<file path="config.mk">
export PLATFORM = sky130hd
export DESIGN_NAME = sdram_port_arbiter
export DESIGN_NICKNAME = d
export VERILOG_FILES = /design/src/rtl/sdram_port_arbiter.sv
export SDC_FILE = /design/constraint.sdc
export NUM_CORES = 1
export LEC_CHECK = 0
export ABC_AREA = 1
export BUFFER_PORTS_ARGS = -buffer_cell sky130_fd_sc_hd__buf_2
export CAP_MARGIN = 20
export CORE_MARGIN = 4
export CORE_UTILIZATION = 42
export DETAILED_ROUTE_END_ITERATION = 10
export PLACE_DENSITY = 0.88
export SKIP_LAST_GASP = 1
export SLEW_MARGIN = 20
export SYNTH_ARGS = -nofsm -noshare
export SYNTH_HDL_FRONTEND = slang
export SYNTH_SLANG_ARGS = --single-unit
</file>
<file path="constraint.sdc">
create_clock -name clk -period 2 [get_ports clk]
set_clock_uncertainty 0.05 [all_clocks]
set_input_delay 0.5 -clock clk [delete_from_list [all_inputs] [get_ports clk]]
set_output_delay 0.5 -clock clk [all_outputs]
set_load 0.05 [all_outputs]
</file>
<file path="src/rtl/sdram_port_arbiter.sv">
// sdram_port_arbiter: shares the single SDRAM controller host port between
// the CPU data master, the CPU instruction master and an auxiliary master
// (JTAG/DMA/video). Fixed priority data > instr > aux, with an anti-starvation
// counter that forces aux to win after STARVE_LIMIT lost arbitrations.
// One controller transaction is in flight at a time; the granted master's
// request fields are captured at grant time and held until the controller acks.
module sdram_port_arbiter #(
   parameter int unsigned STARVE_LIMIT = 8   // 1..255
) (
   input  logic        clk,
   input  logic        reset,

   // CPU data master
   input  logic [19:1] d_m_addr,
   input  logic [15:0] d_m_data_out,
   output logic [15:0] d_m_data_in,
   input  logic        d_m_access,
   input  logic        d_m_wr_en,
   input  logic [1:0]  d_m_bytesel,
   output logic        d_m_ack,

   // CPU instruction master (read-only)
   input  logic [19:1] i_m_addr,
   output logic [15:0] i_m_data_in,
   input  logic        i_m_access,
   output logic        i_m_ack,

   // auxiliary master
   input  logic [19:1] a_m_addr,
   input  logic [15:0] a_m_data_out,
   output logic [15:0] a_m_data_in,
   input  logic        a_m_access,
   input  logic        a_m_wr_en,
   input  logic [1:0]  a_m_bytesel,
   output logic        a_m_ack,

   // SDRAM controller host port
   output logic [19:1] q_m_addr,
   output logic [15:0] q_m_data_out,
   input  logic [15:0] q_m_data_in,
   output logic        q_m_access,
   output logic        q_m_wr_en,
   output logic [1:0]  q_m_bytesel,
   input  logic        q_m_ack,

   output logic [1:0]  grant
);

   typedef enum logic {
      IDLE = 1'b0,
      BUSY = 1'b1
   } state_t;

   localparam logic [1:0] G_NONE  = 2'd0;
   localparam logic [1:0] G_DATA  = 2'd1;
   localparam logic [1:0] G_INSTR = 2'd2;
   localparam logic [1:0] G_AUX   = 2'd3;

   localparam logic [7:0] STARVE_MAX = 8'(STARVE_LIMIT);

   state_t      state;
   // bit 0 data, bit 1 instr, bit 2 aux; set only for the cycle after an ack
   // so a requester that has not yet dropped access is not served twice
   logic [2:0]  served_mask;
   logic [7:0]  starve_cnt;

   logic        req_d;
   logic        req_i;
   logic        req_a;
   logic        any_req;
   logic [1:0]  win;
   logic [19:1] win_addr;
   logic [15:0] win_data;
   logic        win_wr_en;
   logic [1:0]  win_bytesel;

   // Arbitration: masked requests, then starvation override, then fixed priority
   always_comb begin
      req_d   = d_m_access & ~served_mask[0];
      req_i   = i_m_access & ~served_mask[1];
      req_a   = a_m_access & ~served_mask[2];
      any_req = req_d | req_i | req_a;
      win     = G_NONE;
      if (req_a && (starve_cnt == STARVE_MAX)) begin
         win = G_AUX;
      end else if (req_d) begin
         win = G_DATA;
      end else if (req_i) begin
         win = G_INSTR;
      end else if (req_a) begin
         win = G_AUX;
      end
   end

   // Winner's request fields; the instruction side is a fixed full-word read
   always_comb begin
      win_addr    = '0;
      win_data    = '0;
      win_wr_en   = 1'b0;
      win_bytesel = 2'b00;
      case (win)
         G_DATA: begin
            win_addr    = d_m_addr;
            win_data    = d_m_data_out;
            win_wr_en   = d_m_wr_en;
            win_bytesel = d_m_bytesel;
         end
         G_INSTR: begin
            win_addr    = i_m_addr;
            win_data    = '0;
            win_wr_en   = 1'b0;
            win_bytesel = 2'b11;
         end
         G_AUX: begin
            win_addr    = a_m_addr;
            win_data    = a_m_data_out;
            win_wr_en   = a_m_wr_en;
            win_bytesel = a_m_bytesel;
         end
         default: begin
            win_addr    = '0;
            win_data    = '0;
            win_wr_en   = 1'b0;
            win_bytesel = 2'b00;
         end
      endcase
   end

   // Ownership FSM: capture the winner in IDLE, hold the port until the controller acks
   always_ff @(posedge clk) begin
      if (reset) begin
         state        <= IDLE;
         grant        <= G_NONE;
         q_m_access   <= 1'b0;
         q_m_wr_en    <= 1'b0;
         q_m_bytesel  <= 2'b00;
         q_m_addr     <= '0;
         q_m_data_out <= '0;
         starve_cnt   <= '0;
         served_mask  <= 3'b000;
      end else begin
         case (state)
            IDLE: begin
               served_mask <= 3'b000;
               if (any_req) begin
                  state        <= BUSY;
                  grant        <= win;
                  q_m_access   <= 1'b1;
                  q_m_addr     <= win_addr;
                  q_m_data_out <= win_data;
                  q_m_wr_en    <= win_wr_en;
                  q_m_bytesel  <= win_bytesel;
                  if (win == G_AUX) begin
                     starve_cnt <= '0;
                  end else if (req_a && (starve_cnt != STARVE_MAX)) begin
                     starve_cnt <= starve_cnt + 8'd1;
                  end
               end
            end
            BUSY: begin
               if (q_m_ack) begin
                  state       <= IDLE;
                  grant       <= G_NONE;
                  q_m_access  <= 1'b0;
                  served_mask <= {grant == G_AUX, grant == G_INSTR, grant == G_DATA};
               end
            end
            default: begin
               state <= IDLE;
            end
         endcase
      end
   end

   // Completion and read data steered to the current owner only
   always_comb begin
      d_m_ack     = q_m_ack & (grant == G_DATA);
      i_m_ack     = q_m_ack & (grant == G_INSTR);
      a_m_ack     = q_m_ack & (grant == G_AUX);
      d_m_data_in = (grant == G_DATA)  ? q_m_data_in : 16'h0000;
      i_m_data_in = (grant == G_INSTR) ? q_m_data_in : 16'h0000;
      a_m_data_in = (grant == G_AUX)   ? q_m_data_in : 16'h0000;
   end

endmodule
</file>
# Word level (Yosys, flattened, before mapping)
# Cells that the tools add are included.
totals:
  inputBits: 117
  reg_bits: 53
  word_cells: 62
classes:
  bitwise: 12
  reduce_logical: 6
  add_sub_neg: 1
  n_eq_ne: 10
  n_mux: 24
ops:
  columns: ["operator", "count"]
  rows:
  - ["$pmux 19 s3", 1]
  - ["$mux 16", 3]
  - ["$pmux 16 s2", 1]
  - ["$mux 8", 2]
  - ["$mux 2", 6]
  - ["$add 8x1->8 const B", 1]
  - ["$eq 2x2->1 const B", 4]
  - ["$eq 8x4->1 const B", 1]
  - ["$ne 8x4->1 const B", 1]
  - ["$and 1x1->1", 6]
  - ["$pmux 1 s2", 3]
  - ["$pmux 2 s3", 1]
  - ["$pmux 3 s2", 1]
  - ["$eq 2x1->1 const B", 2]
  - ["$mux 1", 4]
  - ["$ne 2x2->1 const B", 2]
  - ["$not 1->1", 4]
  - ["$pmux 2 s2", 1]
  - ["$reduce_and 2->1", 2]
  - ["$mux 3", 1]
  - ["$reduce_and 3->1", 1]
  - ["$logic_and 1x1->1", 2]
  - ["$or 1x1->1", 2]
  - ["$reduce_bool 2->1", 1]

# Depth between registers and ports, before layout
# Gate-level depths: netlist (run 1).
logic_depth:
  depth_word: 9
  ltp_mapped: 12

# Worst setup path after synthesis (run 1)
# OpenSTA, ideal clock, no wires.
synth_path:
  kind: "register -> output"
  startpoint: "register grant[1]"
  endpoint: "output i_m_data_in[10]"
  stages_incl_launch_ff: 6
  arrival_ns: 1.997
  slack_ns: -0.547
  cell_sequence: "dfxtp_1 > inv_1 > nor2_1 > clkinv_1 > clkbuf_1 > nor2_1"
synth_via:
  elab_chain_len: 2
synth_lines:
  columns: ["element", "line_no", "rtl"]
  rows:
  - ["start: declaration", "46", "output logic [1:0] grant"]
  - ["start signal: assignment", "147", "grant <= win;"]
  - ["$eq 2x2->1", "181", "i_m_data_in = (grant == G_INSTR) ? q_m_data_in : 16'h0000;"]
  - ["$mux 16", "181", null]
  - ["end: declaration", "24", "output logic [15:0] i_m_data_in,"]
# Every way passes these cells.

# Final worst setup path (run 1)
layout_path:
  startpoint: "register grant[0]"
  endpoint: "output a_m_data_in[3]"
layout_via:
  elab_chain_len: 2
layout_lines:
  columns: ["element", "line_no", "rtl"]
  rows:
  - ["$eq 2x2->1", "182", "a_m_data_in = (grant == G_AUX) ? q_m_data_in : 16'h0000;"]
  - ["$mux 16", "182", null]
  - ["end: declaration", "31", "output logic [15:0] a_m_data_in,"]
# Every way passes these cells.

==> results of run 1 <==
==> synth_stat cells (2+ instances only) <==
cell type and count:
nor3b_1 2, xor2_1 2, buf_2 10, clkbuf_1 19, inv_1 32, buf_1 2
ha_1 2, o21ai_0 22, buf_4 2, nand2_1 159, inv_2 2, buf_6 2
nand4_1 21, nand3_1 44, nor2_1 109, dfxtp_1 53, a21oi_1 27
==> worst paths after layout <==
kind | slack, ps | start | to | cells past startpoint
worst max-delay path | 20 | grant[0] | a_m_data_in[3] | 4
worst min register to register | 420 | q_m_access | q_m_access | 2
worst min-delay path | 420 | q_m_access | q_m_access | 2
worst max register to register | 330 | starve_cnt[0] | q_m_addr[4] | 11
==> through the flow <==
step | setup TNS, ps | power [mW]
final | 0 | 2.92
after global routing | -159 | 3.08
after CTS | -49.1 | 2.92
after detailed placement | 0 | 2.34
after global placement | 0 | 2.32
after floorplan | -2430 | 2.00
==> what timing repair did <==
| action | 4_1_cts | 5_1_grt |
|---|---|---|
| gates resized for setup | 24 | 38 |
| endpoints found under the setup margin | 19 | 45 |
| gates cloned | 0 | 1 |
| hold buffers | 0 | 0 |
==> layer usage <==
| layer | track usage [%] | wire, microns | vias to the layer above |
|---|---|---|---|
| li1 | - | - | 2034 |
| met1 | 24.1 | 3920 | 1787 |
| met2 | 44.4 | 5720 | 178 |
| met3 | 5.15 | 973 | 16 |
| met4 | 7.94 | 200 | 0 |
| met5 | 0 | 0 | - |
==> report_power, final <==
group | total (mW) | switching [mW] | leakage (nW) | internal, mW
sequential | 1.18 | 0.0451 | 0.437 | 1.14
clock | 0.566 | 0.316 | 0.0395 | 0.249
combinational | 1.17 | 0.812 | 2.05 | 0.362
total | 2.92 | 1.17 | 2.53 | 1.75
==> flip-flops by register name, indices dropped and copies added, names as in the netlist <==
signal and flops:
grant 2, q_m_bytesel 2, q_m_addr 19, q_m_access 1, q_m_wr_en 1, q_m_data_out 16, served_mask 3, state 1
starve_cnt 8
==> cell families after synthesis <==
family,share of synthesized area (%)
and+or+nand+nor,45.7
buffers and inverters,9.75
DFF,34.7
AOI/OAI and AO/OA,8.44
xor gates and xnor gates,0.574
adders and majority gates,0.819
==> final cells by class <==
cell class,count,area (sq um),area share [%]
multi-input combinational,393,1930,40.9
timing repair buffer,229,1390,29.5
sequential,53,1070,22.6
inverter,35,131,2.78
tap,96,120,2.54
clock buffer,8,80.1,1.70
==> worst min-delay path, cell delays in order, from the launching register on <==
cell and delay, ps:
dfxtp_1 320, nand2_1 60, a21oi_1 50
==> out/summary.txt, run 1 <==
Die Height: 93.3 microns
Flops & latches, synth: 53
Starting Density: 44.0%
Ys Warns: 0
Hold WS: 416 ps
Post-DP HPWL: 8400 microns
Synthesized instance count: 516
Worst path required time: 1450 ps
Async S/R FF share, synth: 0%
DIE AREA: 8700 sq um
Top cells by area, synth: dfxtp_1 35%, nand2_1 20%, nor2_1 13%
DRC: 0
# setup viols final: 0
EDFF count, synth: 0
Commonest non-fill, non-tap cells in the layout: 168 x buf_2, 159 x nand2_1, 74 x nor2_1, 51 x dfxtp_1, 44 x nand3_1
PwrDens: 619 nW/um^2
Status: complete, no violations
Synth cell types: 23
Pre-CTS WS: 228 ps
Hold Fails Final Rpt: 0
Fillers: 619
Commonest non-fill, non-tap cell in the layout: buf_2
Iteration-0 DRC count of the detailed router: 150
Crit path time final: 1980 ps
Fraction of layout cells with a size suffix above 1: 38.6%
Cell taking the most area after synthesis: dfxtp_1
Top Family by Delay on Critical Path: buffers and inverters
Fin util: 68.0%
Slowest stage delay, CP: 390 ps
Detail Route Antenna Nets: 0
Max IR drop VDD: 0.000300 V
RSZ-0062 raised after global routing: yes
Mapped Nets: 635
Non-filler cells, final: 814
Placed cell count: 805
Vias: 4,015
Crit end category: output port
CTS tree: built
Worst-path clk slew: 80 ps
RePlAce Congestion: 0.944
Area Overhead vs Synth: 54.6%
CP bufs+invs: 2
Pre-Repair DR Iteration Count: 4
CTS max path bufs: 2
Post-Syn Area: 3050 sq um
Vias per inst: 4.93
Fin area: 4720 sq um
Initial antenna violation count: 0
ANT cells: 0
Post-Route WL: 10,800 microns
Hold WC Path Type: reg -> reg
Slack of the critical path: 17.2 ps
Crit path kind: reg -> out
Number of CTS-inserted buffers: 5
Critical Path Source Type: flop
Fmax: 504 MHz
Drt wl/cell: 13.3 microns
First-pass GRT wire length: 16,500 microns
Core ar.: 6940 sq um
Vias in the first global route: 3,771
Fin crit share: 99.1%
Worst skew pair latency: 300 ps
Root cell of the clock tree: clkbuf_8
H-tree depth: 2
Critical-path top delay cell: dfxtp_2
Die Wd: 93.3 microns
Arr. time, crit path: 1430 ps
Row count: 30
Max cap viols: 0
Share of the synthesized area in the top cell type: 34.7%
Port Buf Inserts: 208
Worst Tran Pin Value: 362 ps
Gr usage total: 23.0%
Ys flop type: dfxtp_1
Placed Area: 4470 sq um
Crit path max fanout: 17
Slew Viols, Final: 0
Setup bufs post-CTS: 0
Total gr overflow: 0
Seq/Total Area, Yosys: 34.7%
Worst relative slew slack: 75.9%
CP Cell Sequence: nand2_1 > buf_4 > nor2_1 > clkbuf_4
Final net count: 836
Io pins: 209
Largest net degree at the start of global routing: 33
Pleak: 2.53 nW
CTS sink count: 53
Syn avg cell area: 5.92 sq um
No activity file was read; power rests on OpenSTA's default activity.
==> run 2: changes to the inputs <==
- PLACE_DENSITY: 0.88 -> not set
- PLACE_DENSITY_LB_ADDON: not set -> 0.08
==> run 2 against run 1 <==
Effect of this change:
- via count decreased by 0.62%
- critical path depth is 1 higher
- routed wire length grew 2.1%
- combinational power about the same
- clock power grew 3%
- critical endpoint is now a_m_data_in[4]
- highest routed layer unchanged
==> out/summary.txt, run 2 (synthesis results as in run 1) <==
Status: complete, no violations
Crit path max fanout: 9
Iteration-0 DRC count of the detailed router: 146
DIE AREA: 8700 sq um
Multi-input logic area: 1940 sq um
Register area: 1070 sq um
Fmax: 505 MHz
Worst-path clk slew: 90 ps
Commonest non-fill, non-tap cells in the layout: 164 x buf_2, 158 x nand2_1, 77 x nor2_1, 51 x dfxtp_1, 44 x nand3_1
Core ar.: 6940 sq um
RSZ-0062 raised after global routing: yes
Crit path time final: 1980 ps
Worst path required time: 1450 ps
Max cap viols: 0
Gr usage total: 23.7%
Worst skew pair latency: 300 ps
Post-DP HPWL: 8450 microns
PwrDens: 618 nW/um^2
Die Wd: 93.3 microns
Number of CTS-inserted buffers: 5
Root cell of the clock tree: clkbuf_8
Pre-Repair DR Iteration Count: 4
Port Buf Inserts: 208
Fillers: 601
Largest Register: q_m_addr
DRC: 0
Commonest non-fill, non-tap cell in the layout: buf_2
R2R Setup Slk: 320 ps
Crit end category: output port
Pleak: 2.56 nW
Max FFs per register: 19
Arr. time, crit path: 1430 ps
Hold WS: 417 ps
Worst relative slew slack: 71.5%
RePlAce Congestion: 0.836
# setup viols final: 0
Starting Density: 44.0%
CTS sink count: 53
Slew Viols, Final: 0
ANT cells: 0
Io pins: 209
CTS tree: built
Largest net degree at the start of global routing: 41
Row count: 30
Vias: 3,990
Drt wl/cell: 13.5 microns
Hold Fails Final Rpt: 0
Die Height: 93.3 microns
Max IR drop VDD: 0.000292 V
First-pass GRT wire length: 16,900 microns
Detail Route Antenna Nets: 0
Initial antenna violation count: 0
Fraction of layout cells with a size suffix above 1: 38.8%
H-tree depth: 2
Hold WC Path Type: reg -> reg
Critical Path Source Type: flop
Biggest regs: q_m_addr (19), q_m_data_out (16), starve_cnt (8)
Total gr overflow: 0
Area Overhead vs Synth: 55.7%
Post-Route WL: 11,000 microns
Fin crit share: 98.9%
Vias in the first global route: 3,756
Crit path kind: reg -> out
CTS max path bufs: 2
Fin area: 4760 sq um
Hold-fix buffers, CTS: 0
Final net count: 837
Vias per inst: 4.90
Worst Tran Pin Value: 426 ps
Placed Area: 4480 sq um
[run 2: cell count changes in the layout (fill, tap and decap cells not counted), sizes merged]
cell / previous run / this run
inv: 35 / 36
clkinv: 0 / 2
clkbuf: 24 / 23
buf: 213 / 212
[run 2: final timing paths]
path	from	endpoint	depth (start not counted)
setup / recovery	grant[1]	a_m_data_in[4]	5
hold / removal	q_m_data_out[8]	q_m_data_out[8]	2
setup reg to reg	starve_cnt[0]	q_m_data_out[4]	11
hold reg to reg	q_m_data_out[8]	q_m_data_out[8]	2
[run 2: what timing repair did]
| item | in CTS | in global routing |
|---|---|---|
| buffers inserted | 1 | 0 |
| gates cloned | 1 | 0 |
| hold endpoints to repair | 0 | 0 |
| resized for setup | 25 | 42 |
| endpoints found under the setup margin | 29 | 45 |
[run 2: final cells by class]
class / count / area share (%)
multi-input cells: 393 / 40.8
clock buffers: 5 / 1.45
inverters: 35 / 2.82
well taps: 96 / 2.53
repair buffers: 230 / 29.7
clock inverters: 3 / 0.342
flip-flops and latches: 53 / 22.4
[run 2: per-stage QoR]
step                      util, %  setup TNS, ps  power, mW  worst slack (ps)  cells
after floorplan                 -          -2430       2.00              -111    516
after global placement       64.6              0       2.32               261    805
after detailed placement     64.6              0       2.33               202    805
after CTS                    67.2           -123       2.95             -29.2    815
after global routing         68.5          -61.6       3.10             -42.2    815
final                        68.5              0       2.94              21.6    815
[run 2: layer usage]
layer | track usage [%] | part of all wire (%) | up-vias
li1 | - | - | 2031
met1 | 25.0 | 38 | 1783
met2 | 45.4 | 52 | 155
met3 | 5.87 | 7.8 | 21
met4 | 7.69 | 2.4 | 0
met5 | 0 | 0 | -
[run 2: critical path: stages (launching register included)]
cell and delay (ps):
dfxtp_4 350, buf_4 130, nand2_4 100, buf_12 180, nor2_1 140, buf_4 230
[run 2: power by group]
group	internal, mW	leakage (nW)	switching, mW	total, mW
Sequential	1.14	0.437	0.0434	1.18
Combinational	0.361	2.07	0.818	1.18
Clock	0.243	0.0482	0.339	0.582
Total	1.74	2.56	1.20	2.94
